$ cat src/rtl/wb_uart_tx.sv
// wb_uart_tx
// Wishbone-slave UART transmitter. Firmware pushes bytes into an 8-entry
// FIFO and programs a baud divisor. A TX state machine drains the FIFO onto
// ser_tx as 8N1 frames, with each bit lasting DIV+1 clock cycles.
//
// Register map (byte offset from the base address, 16-byte window):
//   0x0 DATA   : write pushes i_wb_data[7:0]; reads 0
//   0x4 STATUS : read  {count[11:8], overflow[3], busy[2], empty[1], full[0]}
//                write 1 to bit3 clears the sticky overflow flag
//   0x8 DIV    : read/write bits[15:0]
//   0xC        : reads 0, writes ignored
//
// Ports:
//   clk, reset       : single clock, synchronous active-high reset
//   i_wb_cyc/stb/we  : Wishbone cycle, strobe, write enable
//   i_wb_addr        : byte address, [3:2] selects the register
//   i_wb_data        : write data
//   o_wb_ack         : one-cycle acknowledge, one cycle after the request
//   o_wb_data        : read data, nonzero only while o_wb_ack is high
//   ser_tx           : serial line, idles high
//   tx_busy          : high while a frame is on the line
//   o_dbg_state      : current TX state (0 IDLE, 1 START, 2 DATA, 3 STOP)
//
// Handshake: a request is cyc & stb & sel & !o_wb_ack. It is acknowledged
// on the following cycle for exactly one cycle; all register side effects
// happen at the edge that raises o_wb_ack.
module wb_uart_tx #(
  parameter logic [31:0] address   = 32'h0300_0100,
  parameter logic [15:0] DIV_RESET = 16'd103
) (
  input  logic        clk,
  input  logic        reset,
  input  logic        i_wb_cyc,
  input  logic        i_wb_stb,
  input  logic        i_wb_we,
  input  logic [31:0] i_wb_addr,
  input  logic [31:0] i_wb_data,
  output logic        o_wb_ack,
  output logic [31:0] o_wb_data,
  output logic        ser_tx,
  output logic        tx_busy,
  output logic [1:0]  o_dbg_state
);

  typedef enum logic [1:0] {
    S_IDLE  = 2'd0,
    S_START = 2'd1,
    S_DATA  = 2'd2,
    S_STOP  = 2'd3
  } state_t;

  // Bus-side registers
  logic        r_ack;
  logic [31:0] r_rdata;
  logic [15:0] r_div;
  logic        r_ovf;

  // FIFO
  logic [7:0]  r_mem [0:7];
  logic [2:0]  r_wr_ptr;
  logic [2:0]  r_rd_ptr;
  logic [3:0]  r_count;

  // Transmitter
  state_t      r_state;
  state_t      w_state_next;
  logic [7:0]  r_shift;
  logic [2:0]  r_bit_idx;
  logic [15:0] r_bit_cnt;
  logic [15:0] r_div_lat;

  logic        w_sel;
  logic        w_req;
  logic [1:0]  w_reg;
  logic        w_full;
  logic        w_empty;
  logic        w_push_req;
  logic        w_push;
  logic        w_pop;
  logic        w_busy;
  logic        w_cnt_zero;
  logic [31:0] w_rdata;
  logic        w_unused;

  assign w_sel      = (i_wb_addr[31:4] == address[31:4]);
  assign w_req      = i_wb_cyc & i_wb_stb & w_sel & ~r_ack;
  assign w_reg      = i_wb_addr[3:2];
  assign w_full     = (r_count == 4'd8);
  assign w_empty    = (r_count == 4'd0);
  assign w_push_req = w_req & i_wb_we & (w_reg == 2'd0);
  // Full is judged on the pre-edge count, so a push into a full FIFO is
  // dropped even when the transmitter pops on the same edge.
  assign w_push     = w_push_req & ~w_full;
  assign w_pop      = (r_state == S_IDLE) & ~w_empty;
  assign w_busy     = (r_state != S_IDLE);
  assign w_cnt_zero = (r_bit_cnt == 16'd0);
  assign w_unused   = ^{i_wb_data[31:16], i_wb_addr[1:0]};

  // Read mux; STATUS shows the FIFO as it stands before this edge.
  always_comb begin
    w_rdata = 32'd0;
    case (w_reg)
      2'd1:    w_rdata = {20'd0, r_count, 4'd0, r_ovf, w_busy, w_empty, w_full};
      2'd2:    w_rdata = {16'd0, r_div};
      default: w_rdata = 32'd0;
    endcase
  end

  always_ff @(posedge clk) begin
    if (reset) begin
      r_ack   <= 1'b0;
      r_rdata <= 32'd0;
      r_div   <= DIV_RESET;
      r_ovf   <= 1'b0;
    end else begin
      r_ack   <= w_req;
      r_rdata <= (w_req & ~i_wb_we) ? w_rdata : 32'd0;
      if (w_req & i_wb_we & (w_reg == 2'd2)) begin
        r_div <= i_wb_data[15:0];
      end
      if (w_push_req & w_full) begin
        r_ovf <= 1'b1;
      end else if (w_req & i_wb_we & (w_reg == 2'd1) & i_wb_data[3]) begin
        r_ovf <= 1'b0;
      end
    end
  end

  assign o_wb_ack  = r_ack;
  assign o_wb_data = r_rdata;

  // FIFO storage needs no reset; the pointers and count define validity.
  always_ff @(posedge clk) begin
    if (w_push) begin
      r_mem[r_wr_ptr] <= i_wb_data[7:0];
    end
  end

  always_ff @(posedge clk) begin
    if (reset) begin
      r_wr_ptr <= 3'd0;
      r_rd_ptr <= 3'd0;
      r_count  <= 4'd0;
    end else begin
      if (w_push) r_wr_ptr <= r_wr_ptr + 3'd1;
      if (w_pop)  r_rd_ptr <= r_rd_ptr + 3'd1;
      r_count <= r_count + {3'd0, w_push} - {3'd0, w_pop};
    end
  end

  // TX FSM: state register
  always_ff @(posedge clk) begin
    if (reset) begin
      r_state <= S_IDLE;
    end else begin
      r_state <= w_state_next;
    end
  end

  // TX FSM: next-state logic
  always_comb begin
    w_state_next = r_state;
    case (r_state)
      S_IDLE:  if (~w_empty) w_state_next = S_START;
      S_START: if (w_cnt_zero) w_state_next = S_DATA;
      S_DATA:  if (w_cnt_zero && (r_bit_idx == 3'd7)) w_state_next = S_STOP;
      S_STOP:  if (w_cnt_zero) w_state_next = S_IDLE;
      default: w_state_next = S_IDLE;
    endcase
  end

  // TX datapath: the divisor is latched at pop time so a DIV write during
  // a frame only affects the next one. The bit counter runs DIV..0.
  always_ff @(posedge clk) begin
    if (reset) begin
      r_shift   <= 8'd0;
      r_bit_idx <= 3'd0;
      r_bit_cnt <= 16'd0;
      r_div_lat <= 16'd0;
    end else begin
      case (r_state)
        S_IDLE: begin
          if (~w_empty) begin
            r_shift   <= r_mem[r_rd_ptr];
            r_div_lat <= r_div;
            r_bit_cnt <= r_div;
          end
        end
        S_START: begin
          if (w_cnt_zero) begin
            r_bit_idx <= 3'd0;
            r_bit_cnt <= r_div_lat;
          end else begin
            r_bit_cnt <= r_bit_cnt - 16'd1;
          end
        end
        S_DATA: begin
          if (w_cnt_zero) begin
            r_shift   <= {1'b0, r_shift[7:1]};
            r_bit_idx <= r_bit_idx + 3'd1;
            r_bit_cnt <= r_div_lat;
          end else begin
            r_bit_cnt <= r_bit_cnt - 16'd1;
          end
        end
        S_STOP: begin
          if (~w_cnt_zero) begin
            r_bit_cnt <= r_bit_cnt - 16'd1;
          end
        end
        default: ;
      endcase
    end
  end

  // TX FSM: outputs
  always_comb begin
    ser_tx  = 1'b1;
    tx_busy = 1'b1;
    case (r_state)
      S_IDLE:  begin ser_tx = 1'b1;       tx_busy = 1'b0; end
      S_START: begin ser_tx = 1'b0;       tx_busy = 1'b1; end
      S_DATA:  begin ser_tx = r_shift[0]; tx_busy = 1'b1; end
      S_STOP:  begin ser_tx = 1'b1;       tx_busy = 1'b1; end
      default: begin ser_tx = 1'b1;       tx_busy = 1'b0; end
    endcase
  end

  assign o_dbg_state = r_state;

endmodule

$ cat config.mk
export PLATFORM = sky130hd
export DESIGN_NAME = wb_uart_tx
export DESIGN_NICKNAME = d
export VERILOG_FILES = /design/src/rtl/wb_uart_tx.sv
export SDC_FILE = /design/constraint.sdc
export NUM_CORES = 1
export LEC_CHECK = 0
export CAP_MARGIN = 20
export CORE_AREA = 2 2 137 139
export DETAILED_ROUTE_END_ITERATION = 7
export DIE_AREA = 0 0 139 141
export GPL_ROUTABILITY_DRIVEN = 0
export PLACE_DENSITY_LB_ADDON = 0.08
export SLEW_MARGIN = 20
export SYNTH_ARGS = -nofsm -noshare
export SYNTH_HDL_FRONTEND = slang
export SYNTH_SLANG_ARGS = --single-unit
$ cat constraint.sdc
create_clock -name clk -period 3.25 [get_ports clk]
set_input_delay 0.8125 -clock clk [delete_from_list [all_inputs] [get_ports clk]]
set_output_delay 0.8125 -clock clk [all_outputs]
set_load 0.02 [all_outputs]
* Word-level counts from Yosys, hierarchy flattened
Memory sizes are Yosys's and may differ from the RTL's. A register that Yosys moved wholly into a read port is not among the register bits. Index checks and enable logic that the tools add are counted.
Word-level totals: bits in registers 105, latch bits 0, bits in writable memories 64, bits in read-only memories 0, input bits 69, word-level logic and storage cells 92, memories 1
Memory list:
- r_mem | words 8, width 8, rd ports 1, clocked after Yosys merged registers in 1, wr ports 1, RTL line 59 | logic [7:0] r_mem [0:7];
Cells by class: add/subtract/negate cells 6, multiply operators 0, divide/modulo/power cells 0, magnitude comparators 0, equality and inequality tests 14, shift operators 0, muxes and demuxes 24, bitwise gates (word level) 17, reductions and logical operators 18
Operators by type and width (number):
- $mux W16 | 3
- $pmux W16 S3 | 1
- $pmux W16 S2 | 1
- $eq A28 B22 Y1 const B | 1
- $logic_not A16 Y1 | 1
- $mux W8 | 2
- $pmux W8 S2 | 1
- $sub A16 B1 Y16 const B | 1
- $and A1 B1 Y1 | 12
- $mux W3 | 4
- $ne A2 B2 Y1 const B | 6
- $add A3 B1 Y3 const B | 3
- $mux W2 | 4
- $pmux W2 S4 | 1
- $reduce_bool A2 Y1 | 4
- $eq A2 B2 Y1 const B | 3
- $pmux W3 S2 | 1
- $reduce_and A3 Y1 | 2
- $reduce_or A2 Y1 | 3
- $not A1 Y1 | 5
- $add A4 B1 Y4 | 1
- $eq A2 B1 Y1 const B | 2
- $eq A4 B4 Y1 const B | 1
- $logic_not A2 Y1 | 2
- 10 further kinds | 14

* Logic depth before layout (Yosys ltp)
Gate-level depths: netlist of run 1.
depth in word-level cells 8, gate-level depth with buffers 14

* Least setup slack after synthesis of run 1
OpenSTA, ideal clock, no wires.
kind input -> register, start in i_wb_addr[12], end reg r_count[2], data arrival time 3.100 ns, data required time 3.122 ns, path slack 0.022 ns, stages 11, path through nor4_1 nand4_1 nor4_1 inv_1 ha_1 inv_1 ha_1 inv_1 fa_1 xor2_1 nor2_1
Between the ends: cells in the longest elaborated chain, start to end 8
Ends and longest elaborated chain:
- from (decl) | RTL line 36 | input logic [31:0] i_wb_addr,
- $eq A28 B22 Y1 | RTL line 85 | assign w_sel = (i_wb_addr[31:4] == address[31:4]);
- $and A1 B1 Y1 (2 in a row) | RTL line 86 | assign w_req = i_wb_cyc & i_wb_stb & w_sel & ~r_ack;
- $and A1 B1 Y1 (2 in a row) | RTL line 90 | assign w_push_req = w_req & i_wb_we & (w_reg == 2'd0);
- $and A1 B1 Y1 | RTL line 93 | assign w_push = w_push_req & ~w_full;
- $add A4 B1 Y4 | RTL line 147 | r_count <= r_count + {3'd0, w_push} - {3'd0, w_pop};
- $sub A4 B1 Y4 | RTL line 147
- to (signal assigned) | RTL line 147
- to (decl) | RTL line 62 | logic [3:0] r_count;
No other way between the ends. A chain may end at the register's enable or synchronous reset.

* Final worst setup path of run 1
start in i_wb_addr[24], end reg r_count[2]
The elaborated chain is that of the path after synthesis.

==> tab_implementation.tex, run 1 <==
\begin{tabular}{lr}
\hline
Metric & Value \\
\hline
\multicolumn{2}{l}{\textbf{Run status}} \\
\quad Outcome & finished clean \\
\multicolumn{2}{l}{\textbf{Route}} \\
\quad Overall routed net length & 17.5 mm \\
\quad Wire length per cell after detailed routing & 17.7 µm \\
\quad Vias post-DR & 5299 \\
\quad DR DRC count & 0 \\
\quad Router iterations before antenna repair & 5 \\
\quad Remaining antenna violation count & 0 \\
\quad Initial DRC count & 435 \\
\quad Average via count per standard cell & 5.37 \\
\multicolumn{2}{l}{\textbf{Worst setup path}} \\
\quad Startpoint of the worst register-to-register path & r\_bit\_cnt[0] \\
\quad Category of the critical setup timing path & in2reg \\
\quad Setup slack of the most critical reg-to-reg path & 0.54 ns \\
\quad Delay of the slowest cell on the worst path & 0.46 ns \\
\quad Cell Chain, Critical Path & clkdlybuf4s50\_1 > nor4bb\_1 > nand4\_1 > nor4\_1 > buf\_4 > inv\_1 > ha\_1 > inv\_1 > ha\_1 > inv\_1 > fa\_1 > xor2\_1 > nor2\_1 \\
\quad Critical path data arrival time & 3.26 ns \\
\quad Cells on worst reg2reg path & 7 \\
\quad Worst reg2reg endpoint & r\_shift[3] \\
\quad Critical path fanouts, max & 2 \\
\quad Worst Path Buf+Inv & 5 \\
\quad Critical Path Source Type & primary input \\
\quad Number of stages on the worst setup path & 13 \\
\quad Slowest stage cell on the critical path & sky130\_fd\_sc\_hd\_\_clkdlybuf4s50\_1 \\
\quad Endpoint class of the critical path & flip-flop \\
\quad Family of cells with the greatest summed delay on the critical path & adder cells \\
\quad Most frequent cell on the critical path & sky130\_fd\_sc\_hd\_\_inv\_1 \\
\quad Data required time of the worst path & 3.53 ns \\
\multicolumn{2}{l}{\textbf{STA}} \\
\quad Fin. max-slew vios & 0 \\
\quad Maximum frequency from static timing analysis & 336 MHz \\
\quad Final setup slack of the worst path & 0.273 ns \\
\quad Fraction of the cycle the final worst path needs & 0.916 \\
\quad Number of endpoints failing setup at the final stage & 0 \\
\quad Unrepaired setup endpoints after global routing & false \\
\quad Transition time of the tightest slew-check pin & 0.897 ns \\
\quad Final Hold Slack & 0.458 ns \\
\quad Number of failing hold endpoints at the final stage & 0 \\
\quad Slew HR & 0.397 \\
\quad Setup Skew & 0.00773 ns \\
\quad Final critical path time including I/O delays and setup & 2.98 ns \\
\multicolumn{2}{l}{\textbf{Clock tree}} \\
\quad Post-CTS Setup Repair Bufs & 0 \\
\quad Total clock sinks & 156 \\
\quad Library cell used as clock root buffer & sky130\_fd\_sc\_hd\_\_clkbuf\_16 \\
\quad Max Root-Sink Buffers & 2 \\
\quad H-tree depth reported by CTS & 4 \\
\quad Cts bufs inserted & 17 \\
\quad CTS tree & yes \\
\quad Number of hold buffers added after CTS & 0 \\
\quad Gates resized, CTS repair & 0 \\
\quad Clock-pin transition on the worst setup and hold timing paths & 0.07 ns \\
\quad Clock latency reported for the late side of the worst-skew pair & 0.42 ns \\
\multicolumn{2}{l}{\textbf{Logic synthesis}} \\
\quad Number of enable flip-flop cells after synthesis & 64 \\
\quad FFs w/ async S/R, synth & 0 \\
\quad Count of synthesis-stage warnings from yosys & 0 \\
\quad Synth cell types & 65 \\
\quad Mean Syn Cell Area & 10.8 µm² \\
\quad Sequential share of the synthesized area & 0.538 \\
\quad Cell area after technology mapping & 6990 µm² \\
\quad Most used flip-flop cell after synthesis & sky130\_fd\_sc\_hd\_\_dfxtp\_1 \\
\quad Syn Inst Count & 646 \\
\quad Number of register bits inferred by synthesis & 156 \\
\multicolumn{2}{l}{\textbf{Layout}} \\
\quad Number of inserted filler cells in the final layout & 1657 \\
\quad Fin cells & 986 \\
\quad Diodes inserted & 0 \\
\quad Commonest cells after routing, fill and taps aside & 92 x sky130\_fd\_sc\_hd\_\_dfxtp\_1, 70 x sky130\_fd\_sc\_hd\_\_clkdlybuf4s50\_1, 64 x sky130\_fd\_sc\_hd\_\_edfxtp\_1, 61 x sky130\_fd\_sc\_hd\_\_nand2\_1, 53 x sky130\_fd\_sc\_hd\_\_nor2\_1 \\
\quad Share of layout cells above drive strength 1 & 0.134 \\
\quad Layout net count & 827 \\
\quad Layout overhead on the synthesized area & 24.2\% \\
\quad Final Util & 0.475 \\
\quad Most frequent standard cell in the layout excluding fill and tap cells & sky130\_fd\_sc\_hd\_\_dfxtp\_1 \\
\multicolumn{2}{l}{\textbf{GRT}} \\
\quad Largest net degree at the start of global routing & 63 \\
\quad Number of antenna violations at the first check in global routing & 0 \\
\quad Vias in the first global route & 5341 \\
\quad Total track usage & 0.186 \\
\quad Wire length of the first global-routing pass & 28.3 mm \\
\quad Remaining global-route overflow & 0 \\
\multicolumn{2}{l}{\textbf{Power}} \\
\quad Leakage power & 3.08 nW \\
\quad Worst vdd ir & 504 µV \\
\quad Pwr per Cell Area & 824 nW/µm² \\
\multicolumn{2}{l}{\textbf{Floorplanning}} \\
\quad Standard-cell rows & 50 \\
\quad Initial core utilization & 0.383 \\
\quad Die height & 141 µm \\
\quad Floorplan Core Area & 18300 µm² \\
\quad Top-Level Pins & 106 \\
\quad Die area & 19600 µm² \\
\quad Horizontal extent of the die & 139 µm \\
\multicolumn{2}{l}{\textbf{Placement}} \\
\quad Count of buffers inserted at the top-level ports & 71 \\
\quad Post-Place Cells & 954 \\
\quad Setup WS pre-CTS & -0.199 ns \\
\quad DP HPWL & 12.3 mm \\
\multicolumn{2}{l}{\textbf{Flow run}} \\
\quad Max capacitance violation total & 0 \\
\multicolumn{2}{l}{\textbf{Min path}} \\
\quad Class of the most critical hold timing path & reg2reg \\
\quad Capture endpoint of the worst hold path & r\_div\_lat[13] \\
\quad Min-Delay Startpoint & r\_div\_lat[13] \\
\quad Cell count of the worst hold path & 2 \\
\hline
\end{tabular}
through the flow:
step	cell area [µm²]	setup TNS [ns]	total power (W)
floorplan	7050	0	0.00440
finish	8690	0	0.00715
global placement	8090	-0.507	0.00520
global route	8690	0	0.00765
detailed placement	8090	-0.440	0.00524
CTS	8690	0	0.00720
worst min-delay path, cell delays in order (launching register included):
cell and delay [ns]:
sky130_fd_sc_hd__dfxtp_1 0.31, sky130_fd_sc_hd__nand2_1 0.05, sky130_fd_sc_hd__a21oi_1 0.05
routing by layer:
layer | track usage | share of wire | up-vias
met2 | 0.296 | 0.46 | 152
met1 | 0.255 | 0.48 | 2582
met3 | 0.0452 | 0.047 | 13
met4 | 0.0505 | 0.0088 | 0
li1 | - | - | 2552
met5 | 0 | 0 | -
cell type report:
class	count	area, µm²	share of cell area
repair buffers	115	1040	0.119
clock inverters	15	166	0.0192
clock buffers	17	425	0.0490
flip-flops and latches	156	3760	0.433
multi-input cells	429	2930	0.337
inverters	20	75.1	0.00864
well taps	234	293	0.0337
logic make-up after synthesis:
family	after synthesis	share of synthesized area
buf+inv	76	0.0524
xor+xnor	12	0.0150
mux	40	0.0860
flops	156	0.538
other cells	1	0.000536
compound gates	124	0.117
simple gates	218	0.156
fa+ha+maj	19	0.0351
registers in the layout (all words and copies together), names as in the netlist, named ones only:
signal / flops
r_div_lat: 16
r_wr_ptr: 3
r_bit_idx: 3
o_dbg_state: 2
r_ovf: 1
o_wb_data: 16
r_count: 4
r_shift: 8
r_mem: 64
o_wb_ack: 1
r_rd_ptr: 3
r_bit_cnt: 16
r_div: 16
synthesized netlist by cell type (7+ instances only):
library cell,number,area [µm²]
sky130_fd_sc_hd__a21oi_1,37,185
sky130_fd_sc_hd__a22o_1,8,70.1
sky130_fd_sc_hd__a22oi_1,7,52.6
sky130_fd_sc_hd__and3_1,13,81.3
sky130_fd_sc_hd__buf_2,8,40.0
sky130_fd_sc_hd__buf_4,17,128
sky130_fd_sc_hd__clkbuf_1,27,101
sky130_fd_sc_hd__dfxtp_1,92,1840
sky130_fd_sc_hd__edfxtp_1,64,1920
sky130_fd_sc_hd__ha_1,18,225
sky130_fd_sc_hd__inv_1,19,71.3
sky130_fd_sc_hd__mux2i_1,23,230
sky130_fd_sc_hd__mux4_2,16,360
sky130_fd_sc_hd__nand2_1,61,229
sky130_fd_sc_hd__nand3_1,18,90.1
sky130_fd_sc_hd__nor2_1,53,199
sky130_fd_sc_hd__nor3_1,21,105
sky130_fd_sc_hd__nor3b_1,7,52.6
sky130_fd_sc_hd__nor4_1,16,100
sky130_fd_sc_hd__o21ai_0,27,135
sky130_fd_sc_hd__xnor2_1,8,70.1
worst max path at each step:
stage | startpoint | to
6_report | i_wb_addr[24] | r_count[2]
5_1_grt | i_wb_addr[24] | r_count[2]
4_1_cts | i_wb_addr[24] | r_count[2]
3_5_place_dp | i_wb_addr[24] | r_count[2]
3_3_place_gp | i_wb_addr[11] | r_count[2]
2_1_floorplan | i_wb_addr[12] | r_count[2]
report_power, final:
part           leakage, nW  total (W)  switching, W  internal (W)
clock network        0.291    0.00195      0.000917       0.00104
registers             1.32    0.00250      0.000246       0.00225
logic                 1.46    0.00270       0.00157       0.00114
No activity file was read; power rests on OpenSTA's default activity.
==> inputs of run 2 (changes only) <==
- ABC_AREA: default -> 1
- CORE_AREA: 2 2 137 139 -> 2 2 139 141
- DIE_AREA: 0 0 139 141 -> 0 0 141 143
- clock period: 3.25 -> 3.2 ns (I/O delays scaled with it)
==> tab_implementation.tex, run 2 <==
\begin{tabular}{lr}
\hline
Metric & Value \\
\hline
\multicolumn{2}{l}{\textbf{Floorplanning}} \\
\quad Top-Level Pins & 106 \\
\quad Initial core utilization & 0.388 \\
\quad Standard-cell rows & 50 \\
\quad Die height & 143 µm \\
\quad Floorplan Core Area & 18600 µm² \\
\quad Horizontal extent of the die & 141 µm \\
\quad Die area & 20200 µm² \\
\multicolumn{2}{l}{\textbf{Logic synthesis}} \\
\quad Leading cell type by number of instances after synthesis & sky130\_fd\_sc\_hd\_\_nand2\_1 \\
\quad Cell taking the most area after synthesis & sky130\_fd\_sc\_hd\_\_edfxtp\_1 \\
\quad Leading cell types by total area after synthesis & sky130\_fd\_sc\_hd\_\_edfxtp\_1 27\%, sky130\_fd\_sc\_hd\_\_dfxtp\_1 26\%, sky130\_fd\_sc\_hd\_\_nand2\_1 7.9\% \\
\quad Yosys top cell area share & 0.267 \\
\quad FFs w/ async S/R, synth & 0 \\
\quad Syn Inst Count & 832 \\
\quad Synth top cells by count & 151 x sky130\_fd\_sc\_hd\_\_nand2\_1, 121 x sky130\_fd\_sc\_hd\_\_nor2\_1, 92 x sky130\_fd\_sc\_hd\_\_dfxtp\_1, 66 x sky130\_fd\_sc\_hd\_\_inv\_1, 64 x sky130\_fd\_sc\_hd\_\_edfxtp\_1 \\
\quad Number of register bits inferred by synthesis & 156 \\
\quad Mean Syn Cell Area & 8.66 µm² \\
\quad Count of synthesis-stage warnings from yosys & 0 \\
\quad Synth cell types & 42 \\
\quad Most used flip-flop cell after synthesis & sky130\_fd\_sc\_hd\_\_dfxtp\_1 \\
\quad Number of enable flip-flop cells after synthesis & 64 \\
\quad Cell area after technology mapping & 7200 µm² \\
\quad Sequential share of the synthesized area & 0.523 \\
\multicolumn{2}{l}{\textbf{Power}} \\
\quad Int Power & 0.00444 W \\
\quad Psw & 0.00291 W \\
\quad Leakage power & 3.36 nW \\
\quad Clock Power Share & 0.264 \\
\quad Worst vdd ir & 443 µV \\
\quad Pwr per Cell Area & 846 nW/µm² \\
\quad Share of total power in sequential cells & 0.349 \\
\quad Logic gate share of total power & 0.387 \\
\quad Switching power as a share of total power & 0.396 \\
\multicolumn{2}{l}{\textbf{Flow run}} \\
\quad Max capacitance violation total & 0 \\
\multicolumn{2}{l}{\textbf{Layout}} \\
\quad Largest Register & r\_mem \\
\quad Number of inserted filler cells in the final layout & 1780 \\
\quad Commonest cells after routing, fill and taps aside & 151 x sky130\_fd\_sc\_hd\_\_nand2\_1, 120 x sky130\_fd\_sc\_hd\_\_nor2\_1, 92 x sky130\_fd\_sc\_hd\_\_dfxtp\_1, 71 x sky130\_fd\_sc\_hd\_\_clkdlybuf4s50\_1, 66 x sky130\_fd\_sc\_hd\_\_inv\_1 \\
\quad Layout net count & 994 \\
\quad Share of layout cells above drive strength 1 & 0.0914 \\
\quad Diodes inserted & 0 \\
\quad Fin cells & 1153 \\
\quad Layout overhead on the synthesized area & 20.7\% \\
\quad Most frequent standard cell in the layout excluding fill and tap cells & sky130\_fd\_sc\_hd\_\_nand2\_1 \\
\quad Final Util & 0.468 \\
\quad Multi-input combinational cell area & 2960 µm² \\
\quad Flip-flop count of the largest register after layout & 64 \\
\quad Storage element area & 3760 µm² \\
\multicolumn{2}{l}{\textbf{Worst setup path}} \\
\quad Endpoint class of the critical path & output port \\
\quad Slowest stage cell on the critical path & sky130\_fd\_sc\_hd\_\_clkdlybuf4s50\_1 \\
\quad Setup slack of the most critical reg-to-reg path & 0.81 ns \\
\quad Family of cells with the greatest summed delay on the critical path & buffers and inverters \\
\quad Critical path data arrival time & 2.13 ns \\
\quad Cell Chain, Critical Path & inv\_1 > ha\_1 > inv\_1 > clkdlybuf4s50\_1 \\
\quad Cells on worst reg2reg path & 10 \\
\quad Critical path fanouts, max & 8 \\
\quad Category of the critical setup timing path & reg2out \\
\quad Startpoint of the worst register-to-register path & o\_dbg\_state[0] \\
\quad Critical Path Source Type & flip-flop \\
\quad Worst Path Buf+Inv & 3 \\
\quad Worst reg2reg endpoint & r\_bit\_cnt[13] \\
\quad Delay of the slowest cell on the worst path & 0.69 ns \\
\quad Data required time of the worst path & 2.40 ns \\
\quad Most frequent cell on the critical path & sky130\_fd\_sc\_hd\_\_inv\_1 \\
\multicolumn{2}{l}{\textbf{Clock tree}} \\
\quad Clock-pin transition on the worst setup and hold timing paths & 0.06 ns \\
\quad Total clock sinks & 156 \\
\quad Post-CTS Setup Repair Bufs & 0 \\
\quad Cts bufs inserted & 17 \\
\quad Clock latency reported for the late side of the worst-skew pair & 0.42 ns \\
\quad Library cell used as clock root buffer & sky130\_fd\_sc\_hd\_\_clkbuf\_16 \\
\quad Gates resized, CTS repair & 0 \\
\quad CTS tree & yes \\
\quad H-tree depth reported by CTS & 4 \\
\quad Number of hold buffers added after CTS & 0 \\
\quad Max Root-Sink Buffers & 2 \\
\multicolumn{2}{l}{\textbf{GRT}} \\
\quad Total track usage & 0.190 \\
\quad Remaining global-route overflow & 0 \\
\quad Largest net degree at the start of global routing & 35 \\
\quad Vias in the first global route & 5722 \\
\quad Wire length of the first global-routing pass & 29.7 mm \\
\quad Number of antenna violations at the first check in global routing & 0 \\
\multicolumn{2}{l}{\textbf{STA}} \\
\quad Fin. max-slew vios & 0 \\
\quad Transition time of the tightest slew-check pin & 1.01 ns \\
\quad Maximum frequency from static timing analysis & 341 MHz \\
\quad Final setup slack of the worst path & 0.271 ns \\
\quad Unrepaired setup endpoints after global routing & false \\
\quad Final critical path time including I/O delays and setup & 2.93 ns \\
\quad Number of failing hold endpoints at the final stage & 0 \\
\quad Slew HR & 0.327 \\
\quad Setup Skew & 0.00858 ns \\
\quad Fraction of the cycle the final worst path needs & 0.915 \\
\quad Number of endpoints failing setup at the final stage & 0 \\
\multicolumn{2}{l}{\textbf{Route}} \\
\quad Wire length per cell after detailed routing & 15.8 µm \\
\quad Remaining antenna violation count & 0 \\
\quad Vias post-DR & 5707 \\
\quad Initial DRC count & 244 \\
\quad Overall routed net length & 18.2 mm \\
\quad DR DRC count & 0 \\
\quad Router iterations before antenna repair & 4 \\
\quad Average via count per standard cell & 4.95 \\
\multicolumn{2}{l}{\textbf{Min path}} \\
\quad Min-Delay Startpoint & r\_div\_lat[14] \\
\quad Capture endpoint of the worst hold path & r\_div\_lat[14] \\
\quad Cell count of the worst hold path & 2 \\
\quad Class of the most critical hold timing path & reg2reg \\
\multicolumn{2}{l}{\textbf{Placement}} \\
\quad Count of buffers inserted at the top-level ports & 71 \\
\quad Setup WS pre-CTS & -0.00343 ns \\
\quad DP HPWL & 12.7 mm \\
\quad Post-Place Cells & 1121 \\
\multicolumn{2}{l}{\textbf{Run status}} \\
\quad Outcome & finished clean \\
\hline
\end{tabular}
[run 2: power groups by stage]
stage | clock network, W | registers, W | logic, W
after floorplan | 0 | 0.00255 | 0.00218
after global placement | 0 | 0.00260 | 0.00281
after detailed placement | 0 | 0.00261 | 0.00286
after CTS | 0.00198 | 0.00257 | 0.00288
after global routing | 0.00209 | 0.00262 | 0.00325
final | 0.00194 | 0.00257 | 0.00285
[run 2: stage by stage]
| stage | TNS (ns) | total power [W] | instance area [µm²] | hold WS [ns] |
|---|---|---|---|---|
| after CTS | 0 | 0.00744 | 8700 | 0.466 |
| after floorplan | 0 | 0.00473 | 7260 | 0.430 |
| after detailed placement | -0.00343 | 0.00548 | 8140 | 0.455 |
| after global routing | 0 | 0.00796 | 8700 | 0.484 |
| after global placement | 0 | 0.00542 | 8140 | 0.447 |
| final | 0 | 0.00736 | 8700 | 0.463 |
[run 2: worst max path at each step]
stage	depth (start not counted)	startpoint	to	slack [ns]
after global routing	4	o_dbg_state[0]	tx_busy	0.20
after detailed placement	14	i_wb_addr[31]	r_count[2]	-0.003
after global placement	14	i_wb_addr[21]	r_count[2]	0.08
final	4	o_dbg_state[0]	tx_busy	0.27
after floorplan	9	i_wb_addr[21]	r_mem[1][0]	0.57
after CTS	4	o_dbg_state[0]	tx_busy	0.23
[run 2: cell type report]
cell class / instances / share of cell area
well taps: 234 / 0.0337
inverters: 70 / 0.0305
repair buffers: 90 / 0.0981
clock inverters: 15 / 0.0155
clock buffers: 17 / 0.0489
multi-input cells: 571 / 0.340
flip-flops and latches: 156 / 0.433
[run 2: logic make-up (layout without fill, tap and decap cells)]
family,count (synthesis),in the layout,share of synthesized area
AO/OA/AOI/OAI,165,165,0.139
XOR/XNOR,11,11,0.0134
other,1,16,0.000521
adder cells (fa/ha/maj),19,19,0.0341
flip-flops,156,156,0.523
buffers and inverters,120,192,0.0745
AND/OR/NAND/NOR,360,360,0.216
[run 2: worst reg2reg max path: stages (launching register included)]
cell and delay [ns]:
sky130_fd_sc_hd__dfxtp_1 0.40, sky130_fd_sc_hd__inv_1 0.10, sky130_fd_sc_hd__ha_1 0.22, sky130_fd_sc_hd__inv_1 0.31, sky130_fd_sc_hd__buf_4 0.27, sky130_fd_sc_hd__nor2_1 0.07
sky130_fd_sc_hd__inv_1 0.23, sky130_fd_sc_hd__o21ai_4 0.25, sky130_fd_sc_hd__a21oi_1 0.28, sky130_fd_sc_hd__nand2_1 0.08, sky130_fd_sc_hd__a21oi_1 0.12
[run 2: per-layer routing]
metal	GRT usage	vias up	part of all wire
li1	-	2919	-
met4	0.0668	0	0.013
met1	0.235	2673	0.46
met2	0.335	97	0.50
met5	0	-	0
met3	0.0315	18	0.030
==> inputs of run 3 (changes only) <==
- PLACE_DENSITY_LB_ADDON: 0.08 -> default
==> tab_implementation.tex, run 3 (synthesis results as in run 2) <==
\begin{tabular}{lr}
\hline
Metric & Value \\
\hline
\multicolumn{2}{l}{\textbf{Floorplanning}} \\
\quad Die height & 143 µm \\
\quad Horizontal extent of the die & 141 µm \\
\quad Die area & 20200 µm² \\
\quad Floorplan Core Area & 18600 µm² \\
\quad Initial core utilization & 0.388 \\
\quad Standard-cell rows & 50 \\
\quad Top-Level Pins & 106 \\
\multicolumn{2}{l}{\textbf{Route}} \\
\quad Vias post-DR & 5678 \\
\quad Initial DRC count & 262 \\
\quad DR DRC count & 0 \\
\quad Router iterations before antenna repair & 4 \\
\quad Remaining antenna violation count & 0 \\
\quad Average via count per standard cell & 4.91 \\
\quad Overall routed net length & 17.0 mm \\
\quad Wire length per cell after detailed routing & 14.7 µm \\
\multicolumn{2}{l}{\textbf{Layout}} \\
\quad Commonest cells after routing, fill and taps aside & 151 x sky130\_fd\_sc\_hd\_\_nand2\_1, 120 x sky130\_fd\_sc\_hd\_\_nor2\_1, 92 x sky130\_fd\_sc\_hd\_\_dfxtp\_1, 71 x sky130\_fd\_sc\_hd\_\_clkdlybuf4s50\_1, 66 x sky130\_fd\_sc\_hd\_\_inv\_1 \\
\quad Most frequent standard cell in the layout excluding fill and tap cells & sky130\_fd\_sc\_hd\_\_nand2\_1 \\
\quad Layout net count & 997 \\
\quad Layout overhead on the synthesized area & 20.8\% \\
\quad Diodes inserted & 0 \\
\quad Largest Register & r\_mem \\
\quad Fin cells & 1156 \\
\quad Final Util & 0.468 \\
\quad Share of layout cells above drive strength 1 & 0.0922 \\
\quad Number of inserted filler cells in the final layout & 1806 \\
\quad Flip-flop count of the largest register after layout & 64 \\
\multicolumn{2}{l}{\textbf{STA}} \\
\quad Transition time of the tightest slew-check pin & 1.03 ns \\
\quad Slew HR & 0.316 \\
\quad Number of endpoints failing setup at the final stage & 0 \\
\quad Post-Route Setup TNS & 0 ns \\
\quad Number of failing hold endpoints at the final stage & 0 \\
\quad Setup Skew & 0.00592 ns \\
\quad Fraction of the cycle the final worst path needs & 0.920 \\
\quad Final critical path time including I/O delays and setup & 2.95 ns \\
\quad Fin. max-slew vios & 0 \\
\quad Unrepaired setup endpoints after global routing & false \\
\quad Maximum frequency from static timing analysis & 340 MHz \\
\multicolumn{2}{l}{\textbf{Worst setup path}} \\
\quad Startpoint of the worst register-to-register path & o\_dbg\_state[0] \\
\quad Category of the critical setup timing path & reg2out \\
\quad Critical path data arrival time & 2.15 ns \\
\quad Critical path fanouts, max & 9 \\
\quad Data required time of the worst path & 2.40 ns \\
\quad Most frequent cell on the critical path & sky130\_fd\_sc\_hd\_\_inv\_1 \\
\quad First element of the critical path & o\_dbg\_state[0] \\
\quad Worst Path Buf+Inv & 3 \\
\quad Cell Chain, Critical Path & inv\_1 > ha\_1 > inv\_1 > clkdlybuf4s50\_1 \\
\quad Slowest stage cell on the critical path & sky130\_fd\_sc\_hd\_\_clkdlybuf4s50\_1 \\
\quad Endpoint class of the critical path & output port \\
\quad Critical Path Source Type & flip-flop \\
\quad Delay of the slowest cell on the worst path & 0.69 ns \\
\quad Family of cells with the greatest summed delay on the critical path & buffers and inverters \\
\multicolumn{2}{l}{\textbf{GRT}} \\
\quad Vias in the first global route & 5490 \\
\quad Remaining global-route overflow & 0 \\
\quad Largest net degree at the start of global routing & 33 \\
\quad Total track usage & 0.177 \\
\quad Number of antenna violations at the first check in global routing & 0 \\
\quad Wire length of the first global-routing pass & 27.6 mm \\
\multicolumn{2}{l}{\textbf{Run status}} \\
\quad Outcome & finished clean \\
\multicolumn{2}{l}{\textbf{Power}} \\
\quad Clock Power Share & 0.258 \\
\quad Psw & 0.00283 W \\
\quad Leakage power & 3.37 nW \\
\quad Share of total power in sequential cells & 0.353 \\
\quad Switching power as a share of total power & 0.388 \\
\quad Logic gate share of total power & 0.390 \\
\quad Pwr per Cell Area & 837 nW/µm² \\
\quad Worst vdd ir & 427 µV \\
\quad Int Power & 0.00446 W \\
\multicolumn{2}{l}{\textbf{Clock tree}} \\
\quad Cts bufs inserted & 17 \\
\quad Gates resized, CTS repair & 0 \\
\quad Max Root-Sink Buffers & 2 \\
\quad Library cell used as clock root buffer & sky130\_fd\_sc\_hd\_\_clkbuf\_16 \\
\quad Total clock sinks & 156 \\
\quad Post-CTS Setup Repair Bufs & 0 \\
\quad Clock latency reported for the late side of the worst-skew pair & 0.42 ns \\
\quad Clock-pin transition on the worst setup and hold timing paths & 0.06 ns \\
\quad H-tree depth reported by CTS & 4 \\
\quad Number of hold buffers added after CTS & 0 \\
\quad CTS tree & yes \\
\multicolumn{2}{l}{\textbf{Min path}} \\
\quad Min-Delay Startpoint & r\_div\_lat[14] \\
\quad Class of the most critical hold timing path & reg2reg \\
\multicolumn{2}{l}{\textbf{Flow run}} \\
\quad Max capacitance violation total & 0 \\
\multicolumn{2}{l}{\textbf{Placement}} \\
\quad DP HPWL & 11.8 mm \\
\quad Count of buffers inserted at the top-level ports & 71 \\
\quad Post-Place Cells & 1124 \\
\hline
\end{tabular}
[run 3: worst reg2reg max path, stage by stage, from the launching register on]
cell and delay [ns]:
sky130_fd_sc_hd__dfxtp_1 0.40, sky130_fd_sc_hd__inv_1 0.10, sky130_fd_sc_hd__ha_1 0.22, sky130_fd_sc_hd__inv_1 0.31
sky130_fd_sc_hd__buf_4 0.22, sky130_fd_sc_hd__nor2_2 0.05, sky130_fd_sc_hd__ha_1 0.26, sky130_fd_sc_hd__inv_1 0.07
sky130_fd_sc_hd__ha_1 0.13, sky130_fd_sc_hd__inv_1 0.06, sky130_fd_sc_hd__fa_1 0.37, sky130_fd_sc_hd__xor2_1 0.14
sky130_fd_sc_hd__nor2_1 0.05
[run 3: routing by layer]
metal / GRT usage / up-vias / wire length, µm
li1: - / 2911 / -
met1: 0.217 / 2659 / 7960
met2: 0.309 / 92 / 8200
met3: 0.0456 / 16 / 632
met4: 0.0500 / 0 / 205
met5: 0 / - / 0
[run 3: final cells by class]
| class | instances | area, µm² | share of cell area |
|---|---|---|---|
| inverters | 70 | 265 | 0.0305 |
| repair buffers | 93 | 876 | 0.101 |
| well taps | 234 | 293 | 0.0336 |
| clock buffers | 20 | 447 | 0.0513 |
| multi-input cells | 571 | 2960 | 0.340 |
| flip-flops and latches | 156 | 3760 | 0.432 |
| clock inverters | 12 | 98.8 | 0.0114 |
[run 3: power by group through the flow]
| stage | combinational, W | clock (W) | sequential, W |
|---|---|---|---|
| floorplan | 0.00218 | 0 | 0.00255 |
| global placement | 0.00281 | 0 | 0.00261 |
| detailed placement | 0.00283 | 0 | 0.00261 |
| CTS | 0.00285 | 0.00192 | 0.00257 |
| global route | 0.00323 | 0.00201 | 0.00261 |
| finish | 0.00284 | 0.00188 | 0.00257 |
[run 3: stage by stage]
step	cell area, µm²	setup slack [ns]	hold slack (ns)	total power [W]
finish	8700	0.255	0.455	0.00728
global route	8700	0.171	0.482	0.00785
CTS	8700	0.217	0.455	0.00734
detailed placement	8160	0.0956	0.446	0.00544
global placement	8160	0.101	0.439	0.00542
floorplan	7260	0.570	0.430	0.00473
[run 3: path summary, 6_finish.rpt]
path | endpoint | slack [ns] | cells after the start
worst min-delay path | r_div_lat[14] | 0.45 | 2
worst max-delay path | tx_busy | 0.25 | 4
worst max register to register | r_count[2] | 0.70 | 12
worst min register to register | r_div_lat[14] | 0.45 | 2
